File: config.mk
export PLATFORM = sky130hd
export DESIGN_NAME = fetch_controller_flat
export DESIGN_NICKNAME = d
export VERILOG_FILES = /design/src/rtl/fetch_controller_if.sv /design/src/rtl/fetch_controller.sv /design/src/flat_wrapper.sv
export SDC_FILE = /design/constraint.sdc
export NUM_CORES = 1
export LEC_CHECK = 0
export CAP_MARGIN = 20
export CORE_MARGIN = 5
export CORE_UTILIZATION = 51
export DETAILED_ROUTE_END_ITERATION = 10
export HOLD_SLACK_MARGIN = 0.06
export PLACE_DENSITY = 0.8
export SYNTH_ARGS = -nofsm -noshare
export SYNTH_HDL_FRONTEND = slang
export SYNTH_SLANG_ARGS = --single-unit
File: constraint.sdc
create_clock -name clk -period 2.85 [get_ports clk]
set_input_delay 0.7125 -clock clk [delete_from_list [all_inputs] [get_ports clk]]
set_output_delay 0.7125 -clock clk [all_outputs]
set_load 0.03 [all_outputs]
File: src/rtl/fetch_controller_if.sv
// ---------------------------------------------------------------------------
// fetch_controller_if
//   Request/response bus between the fetch controller and the instruction
//   cache. One access is outstanding at a time: the requester raises
//   icache_req_out with a stable icache_addr_out and holds it until the cache
//   answers with a single-cycle icache_done_in pulse carrying icache_data_in.
//
//   Signals
//     icache_req_out   requester -> cache   access request, held until done
//     icache_addr_out  requester -> cache   fetch address, stable while req=1
//     icache_done_in   cache -> requester   1-cycle completion pulse
//     icache_data_in   cache -> requester   instruction word, valid with done
//
//   Modports
//     master  the fetch controller (drives req/addr)
//     slave   the instruction cache (drives done/data)
// ---------------------------------------------------------------------------
interface fetch_controller_if #(
    parameter int WORD_WIDTH = 32
);
    logic                  icache_req_out;
    logic [WORD_WIDTH-1:0] icache_addr_out;
    logic                  icache_done_in;
    logic [WORD_WIDTH-1:0] icache_data_in;

    modport master (
        output icache_req_out,
        output icache_addr_out,
        input  icache_done_in,
        input  icache_data_in
    );

    modport slave (
        input  icache_req_out,
        input  icache_addr_out,
        output icache_done_in,
        output icache_data_in
    );
endinterface

File: src/rtl/fetch_controller.sv
// ---------------------------------------------------------------------------
// fetch_controller
//   Fetch-stage sequencer. Owns the PC, issues one I-cache request at a time
//   and hands each returned instruction plus its PC to the fetch pipeline
//   registers with a one-cycle valid pulse. Handles decode back-pressure
//   (stall_in) and PC redirects, including redirects that arrive while an
//   access is already in flight. Redirect always wins over stall.
//
//   Ports
//     clk               clock, all state updates on posedge
//     reset             synchronous active-high reset
//     stall_in          decode cannot accept an instruction
//     redirect_in       load redirect_pc_in as the next fetch PC
//     redirect_pc_in    redirect target, bits [1:0] forced to zero
//     icache            I-cache request/response bus (master side)
//     valid_out         1-cycle pulse: instr_out/pc_out carry a new entry
//     instr_out         delivered instruction (registered)
//     pc_out            PC of the delivered instruction (registered)
//     stall_cycles_out  saturating count of cycles spent in HOLD
// ---------------------------------------------------------------------------
module fetch_controller #(
    parameter int                       WORD_WIDTH = 32,
    parameter logic [WORD_WIDTH-1:0]    PC_RESET   = 'h1000,
    parameter int                       CNT_WIDTH  = 16
) (
    input  logic                  clk,
    input  logic                  reset,
    input  logic                  stall_in,
    input  logic                  redirect_in,
    input  logic [WORD_WIDTH-1:0] redirect_pc_in,
    fetch_controller_if.master    icache,
    output logic                  valid_out,
    output logic [WORD_WIDTH-1:0] instr_out,
    output logic [WORD_WIDTH-1:0] pc_out,
    output logic [CNT_WIDTH-1:0]  stall_cycles_out
);

    typedef enum logic [1:0] {
        IDLE    = 2'd0,
        FETCH   = 2'd1,
        HOLD    = 2'd2,
        DISCARD = 2'd3
    } state_t;

    state_t                state;
    state_t                next_state;
    logic [WORD_WIDTH-1:0] pc;
    logic [WORD_WIDTH-1:0] pending_tgt;
    logic [WORD_WIDTH-1:0] hold_buf;
    logic [WORD_WIDTH-1:0] redirect_target;
    logic [WORD_WIDTH-1:0] pc_next_seq;

    // Instructions are word aligned, so the low two target bits are dropped.
    assign redirect_target = {redirect_pc_in[WORD_WIDTH-1:2], 2'b00};
    assign pc_next_seq     = pc + WORD_WIDTH'(4);

    // State register.
    always_ff @(posedge clk) begin
        if (reset) begin
            state <= IDLE;
        end else begin
            state <= next_state;
        end
    end

    // Next-state logic. A redirect seen without done cannot cancel the access
    // already issued to the cache, so it parks in DISCARD until that access
    // completes and its data can be thrown away.
    always_comb begin
        next_state = state;
        unique case (state)
            IDLE: next_state = FETCH;
            FETCH: begin
                if (icache.icache_done_in) begin
                    if (redirect_in) begin
                        next_state = FETCH;
                    end else if (stall_in) begin
                        next_state = HOLD;
                    end else begin
                        next_state = FETCH;
                    end
                end else if (redirect_in) begin
                    next_state = DISCARD;
                end
            end
            DISCARD: begin
                if (icache.icache_done_in) begin
                    next_state = FETCH;
                end
            end
            HOLD: begin
                if (redirect_in || !stall_in) begin
                    next_state = FETCH;
                end
            end
            default: next_state = IDLE;
        endcase
    end

    // Output logic. The request stays up through DISCARD because the cache
    // still owes us the completion of the old address; pc is not updated
    // until then, so the address remains stable.
    always_comb begin
        icache.icache_req_out  = 1'b0;
        icache.icache_addr_out = '0;
        if (state == FETCH || state == DISCARD) begin
            icache.icache_req_out  = 1'b1;
            icache.icache_addr_out = pc;
        end
    end

    // Datapath: PC, pending redirect target, the word buffered across a
    // stall, the delivered instruction registers and the stall counter.
    // valid_out defaults low so it can only ever be a single-cycle pulse.
    always_ff @(posedge clk) begin
        if (reset) begin
            pc               <= PC_RESET;
            pending_tgt      <= '0;
            hold_buf         <= '0;
            valid_out        <= 1'b0;
            instr_out        <= '0;
            pc_out           <= '0;
            stall_cycles_out <= '0;
        end else begin
            valid_out <= 1'b0;
            unique case (state)
                IDLE: begin
                    // Nothing is in flight yet, so a redirect here applies directly.
                    if (redirect_in) begin
                        pc <= redirect_target;
                    end
                end
                FETCH: begin
                    if (icache.icache_done_in) begin
                        if (redirect_in) begin
                            pc <= redirect_target;
                        end else if (stall_in) begin
                            hold_buf <= icache.icache_data_in;
                        end else begin
                            instr_out <= icache.icache_data_in;
                            pc_out    <= pc;
                            valid_out <= 1'b1;
                            pc        <= pc_next_seq;
                        end
                    end else if (redirect_in) begin
                        pending_tgt <= redirect_target;
                    end
                end
                DISCARD: begin
                    // The most recent redirect wins, even one arriving with done.
                    if (redirect_in) begin
                        pending_tgt <= redirect_target;
                    end
                    if (icache.icache_done_in) begin
                        pc <= redirect_in ? redirect_target : pending_tgt;
                    end
                end
                HOLD: begin
                    if (!(&stall_cycles_out)) begin
                        stall_cycles_out <= stall_cycles_out + CNT_WIDTH'(1);
                    end
                    if (redirect_in) begin
                        pc <= redirect_target;
                    end else if (!stall_in) begin
                        instr_out <= hold_buf;
                        pc_out    <= pc;
                        valid_out <= 1'b1;
                        pc        <= pc_next_seq;
                    end
                end
                default: ;
            endcase
        end
    end

endmodule

File: src/flat_wrapper.sv
// flat-port wrapper written by rule: the top's interface ports become plain ports
module fetch_controller_flat 
#(
    parameter int                       WORD_WIDTH = 32,
    parameter logic [WORD_WIDTH-1:0]    PC_RESET   = 'h1000,
    parameter int                       CNT_WIDTH  = 16
)
  (clk, reset, stall_in, redirect_in, redirect_pc_in, valid_out, instr_out, pc_out, stall_cycles_out, icache_icache_req_out, icache_icache_addr_out, icache_icache_done_in, icache_icache_data_in);
  fetch_controller_if #(.WORD_WIDTH(WORD_WIDTH)) icache_i ();
  input  logic clk;
  input  logic reset;
  input  logic stall_in;
  input  logic redirect_in;
  input  logic [WORD_WIDTH-1:0] redirect_pc_in;
  output logic valid_out;
  output logic [WORD_WIDTH-1:0] instr_out;
  output logic [WORD_WIDTH-1:0] pc_out;
  output logic [CNT_WIDTH-1:0] stall_cycles_out;
  output wire logic [$bits(icache_i.icache_req_out)-1:0] icache_icache_req_out;
  output wire logic [$bits(icache_i.icache_addr_out)-1:0] icache_icache_addr_out;
  input wire logic [$bits(icache_i.icache_done_in)-1:0] icache_icache_done_in;
  input wire logic [$bits(icache_i.icache_data_in)-1:0] icache_icache_data_in;
  assign icache_icache_req_out = icache_i.icache_req_out;
  assign icache_icache_addr_out = icache_i.icache_addr_out;
  assign icache_i.icache_done_in = icache_icache_done_in;
  assign icache_i.icache_data_in = icache_icache_data_in;
  fetch_controller #(.WORD_WIDTH(WORD_WIDTH), .PC_RESET(PC_RESET), .CNT_WIDTH(CNT_WIDTH)) u_core (.clk(clk), .reset(reset), .stall_in(stall_in), .redirect_in(redirect_in), .redirect_pc_in(redirect_pc_in), .icache(icache_i), .valid_out(valid_out), .instr_out(instr_out), .pc_out(pc_out), .stall_cycles_out(stall_cycles_out));
endmodule
==> results.cfg <==
[setup_path]
worst-setup-path-type = register to output pin
critPathMaxFanout = 15
cp-end-kind = output pin
ff2ff_setup_slack_ns = 0.45
timing.rr.start = u_core.state[0]
cp.required_ns = 2.14
critPathArrivalTime_ns = 2.09
cp-startpoint = u_core.state[1]
cp-start-kind = register

[clock_network]
clock_sinks = 179
cts-htree-levels = 4
clk_latency_ns = 0.43
clockBufferDepth = 2
root_buffer = clkbuf_16
cts_tree = yes
cts_buffers = 17
cts.clk_slew.worst_paths_ns = 0.07

[drt]
ant_nets = 0
firstDrtPassIters = 5
drt_iter0_drc = 819
vias_per_cell = 5.67
via_count = 8248
wirelength_mm = 24.9
wl_per_cell_um = 17.1
drc = 0

[die]
rows = 46
start_util_pct = 52.3
die_y_um = 138
die-area_um2 = 19000
core_um2 = 15900
die_x_um = 138
ios = 183

[final_layout]
final_nets = 1301
final_layout_size_suffix_gt1_share_pct = 10.7
instances_no_fill = 1454
insertedDiodeCount = 0
syn_to_final_growth_pct = 33.0

[yosys]
yosys_most_used_dff = dfxtp_1
yosysWarnings = 0
synth_edf_count = 0
syn_area_um2 = 8330
synth_cell_types = 56
ys_seq_area_share_pct = 43.0
synthArstFlopShare_pct = 0
synthesis.nets = 1134
ys_ff_latch = 179
synth_cells = 1058
synth.avg_cell_area_um2 = 7.88

[pwr]
ir_worst_vdd_mv = 0.440
seq_power_share_pct = 43.3
power.internal_mw = 4.52
p_per_area_nw_per_um2 = 575
p_leak_nw = 3.81
finalPower_mw = 6.38
power_switching_mw = 1.85
p_clk_share_pct = 39.3
sw_frac_of_total_pct = 29.1
combPwrFrac_pct = 17.4

[sta]
setup_viol = 0
worst_pin_slew_ns = 0.775
hold_viol_final = 0
grt_setup_unrepaired = true
fmax_ghz = 0.357
fin_crit_sh_pct = 98.3
slew_viol_final = 0
relSlewSlack_pct = 47.9
holdWs_ns = 0.454
fin_skew_ns = 0.00868
min_period_ns = 2.80

[job]
max_cap_viol_count = 0

[global_route]
grt.total_usage_pct = 26.0
grt_pass1_wl_mm = 39.6
met2_usage_pct = 41.6
use_met3_pct = 5.59
grt_max_degree = 65
top_usage_layer = met2
antenna_found_initial = 0
grt_overflow = 0
met1_usage_pct = 35.8
first_global_vias = 7650

[placed_design]
numPortBuffers = 180
gp_congestion = 0.936
dp_cells = 1415
dp_hpwl_mm = 17.0

[worst_hold_path]
hp-class = register to register
hp-start = u_core.hold_buf[2]

[run_status]
outcome = completed
-- flip-flops by register name, indices dropped and copies added, names as in the netlist --
signal	cells
u_core.hold_buf	32
u_core.instr_out	32
u_core.pc	32
u_core.pc_out	32
u_core.pending_tgt	32
u_core.stall_cycles_out	16
u_core.state	2
u_core.valid_out	1
-- Yosys cell counts, types with 2 or more instances --
master / n / area share (%)
a211oi_1: 48 / 4.3
a222oi_1: 3 / 0.36
and4_1: 6 / 0.63
nor2_1: 94 / 4.2
clkbuf_1: 67 / 3.0
o32ai_1: 2 / 0.21
nand4_1: 17 / 1.3
and3_1: 3 / 0.23
a22oi_1: 7 / 0.63
nor2b_1: 3 / 0.23
o22a_1: 2 / 0.21
a21oi_1: 116 / 7.0
buf_2: 10 / 0.60
nor3_1: 21 / 1.3
nor4_1: 10 / 0.75
ha_1: 7 / 1.1
or3_1: 3 / 0.23
a41oi_1: 2 / 0.21
a2111oi_0: 2 / 0.21
dfxtp_1: 179 / 43
nand2b_1: 11 / 0.83
a31o_2: 2 / 0.21
xnor2_1: 17 / 1.8
inv_1: 9 / 0.41
nand2_1: 217 / 9.8
nand3_1: 21 / 1.3
a21o_1: 10 / 0.90
a221oi_1: 16 / 1.7
o211ai_1: 3 / 0.27
a31oi_1: 10 / 0.75
a311oi_1: 3 / 0.32
o21a_1: 4 / 0.36
or2_2: 4 / 0.30
and2_1: 27 / 2.0
o21ai_0: 26 / 1.6
xor2_1: 7 / 0.74
nor3b_1: 4 / 0.36
mux2i_1: 33 / 4.0
or4_1: 2 / 0.18
a22o_1: 3 / 0.32
o22ai_1: 3 / 0.23
buf_1: 9 / 0.41
a311o_1: 2 / 0.24
-- placed cells by master, fill, tap and decap left out, drive strengths merged, types with 4 or more instances in the layout --
master	netlist	final
clkdlybuf4s50	0	146
dlygate4sd2	0	6
dfxtp	179	179
and4	6	6
xor2	7	7
clkbuf	67	29
nand2b	11	11
nor2	94	94
and2	28	28
clkinvlp	0	4
a21o	10	10
o21ai	26	26
nand4	19	19
a221oi	16	16
ha	7	7
buf	19	69
a21oi	116	116
nor3b	4	4
nor4	11	11
a22oi	7	7
nand2	217	217
a31oi	10	10
inv	9	15
o21a	4	4
nor3	21	21
nand3	21	21
a211oi	48	48
or2	4	4
xnor2	17	17
mux2i	33	33
-- routing by layer --
| metal | part of all wire [%] | vias to the layer above |
|---|---|---|
| met3 | 8.8 | 35 |
| met4 | 1.6 | 0 |
| met5 | 0 | - |
| met1 | 43 | 3828 |
| met2 | 47 | 337 |
| li1 | - | 4048 |
-- stage by stage --
stage,utilization [%],TNS [ns],cell area [um2],setup slack [ns]
2_1_floorplan,-,0,8330,0.131
6_report,69.5,0,11100,0.0471
3_5_place_dp,65.9,-0.0514,10500,-0.0367
4_1_cts,69.7,-0.0915,11100,-0.0915
5_1_grt,69.5,-0.0323,11100,-0.0323
3_3_place_gp,65.9,0,10500,0.0758
-- cell families (layout without fill, tap and decap cells) --
family          Yosys count  count (layout)  share of synthesized area [%]
buf+inv                  96             276                           4.47
compound gates          269             269                           20.5
fa+ha+maj                 7               7                           1.05
flops                   179             179                           43.0
xor+xnor                 24              24                           2.52
simple gates            449             449                           24.4
mux                      34              34                           4.10
-- critical path: stages (launching register included) --
cell,delay (ns)
dfxtp_2,0.35
inv_1,0.07
ha_1,0.22
nor2_4,0.14
buf_4,0.14
clkinvlp_4,0.06
buf_4,0.19
and2_1,0.18
clkdlybuf4s15_2,0.28
-- cell type report --
class,count,area [um2]
repair inverters,1,7.51
flip-flops and latches,179,3580
inverters,10,41.3
well taps,216,270
clock buffers,18,439
clock inverters,14,191
fillers,1312,4860
multi-input cells,783,4410
repair buffers,233,2140
-- what timing repair did --
action	CTS	global route
resized for setup	94	23
endpoints found under the setup margin	28	27
hold buffers	0	0
pin swaps	1	1
cloned	1	0
buffers inserted	5	1
-- power by group through the flow --
stage                     Sequential [mW]  Combinational (mW)  Clock, mW
after floorplan                      2.82               0.611          0
after global placement               2.81                1.08          0
after detailed placement             2.81                1.10          0
after CTS                            2.76                1.10       2.53
after global routing                 2.77                1.20       2.64
final                                2.76                1.11       2.50
-- final timing paths --
kind / end / depth (start not counted)
setup / recovery: icache_icache_addr_out[26] / 8
hold / removal: u_core.hold_buf[2] / 2
setup reg to reg: u_core.pc[27] / 7
hold reg to reg: u_core.hold_buf[2] / 2
Note: power is estimated with default switching activity, not from simulation.
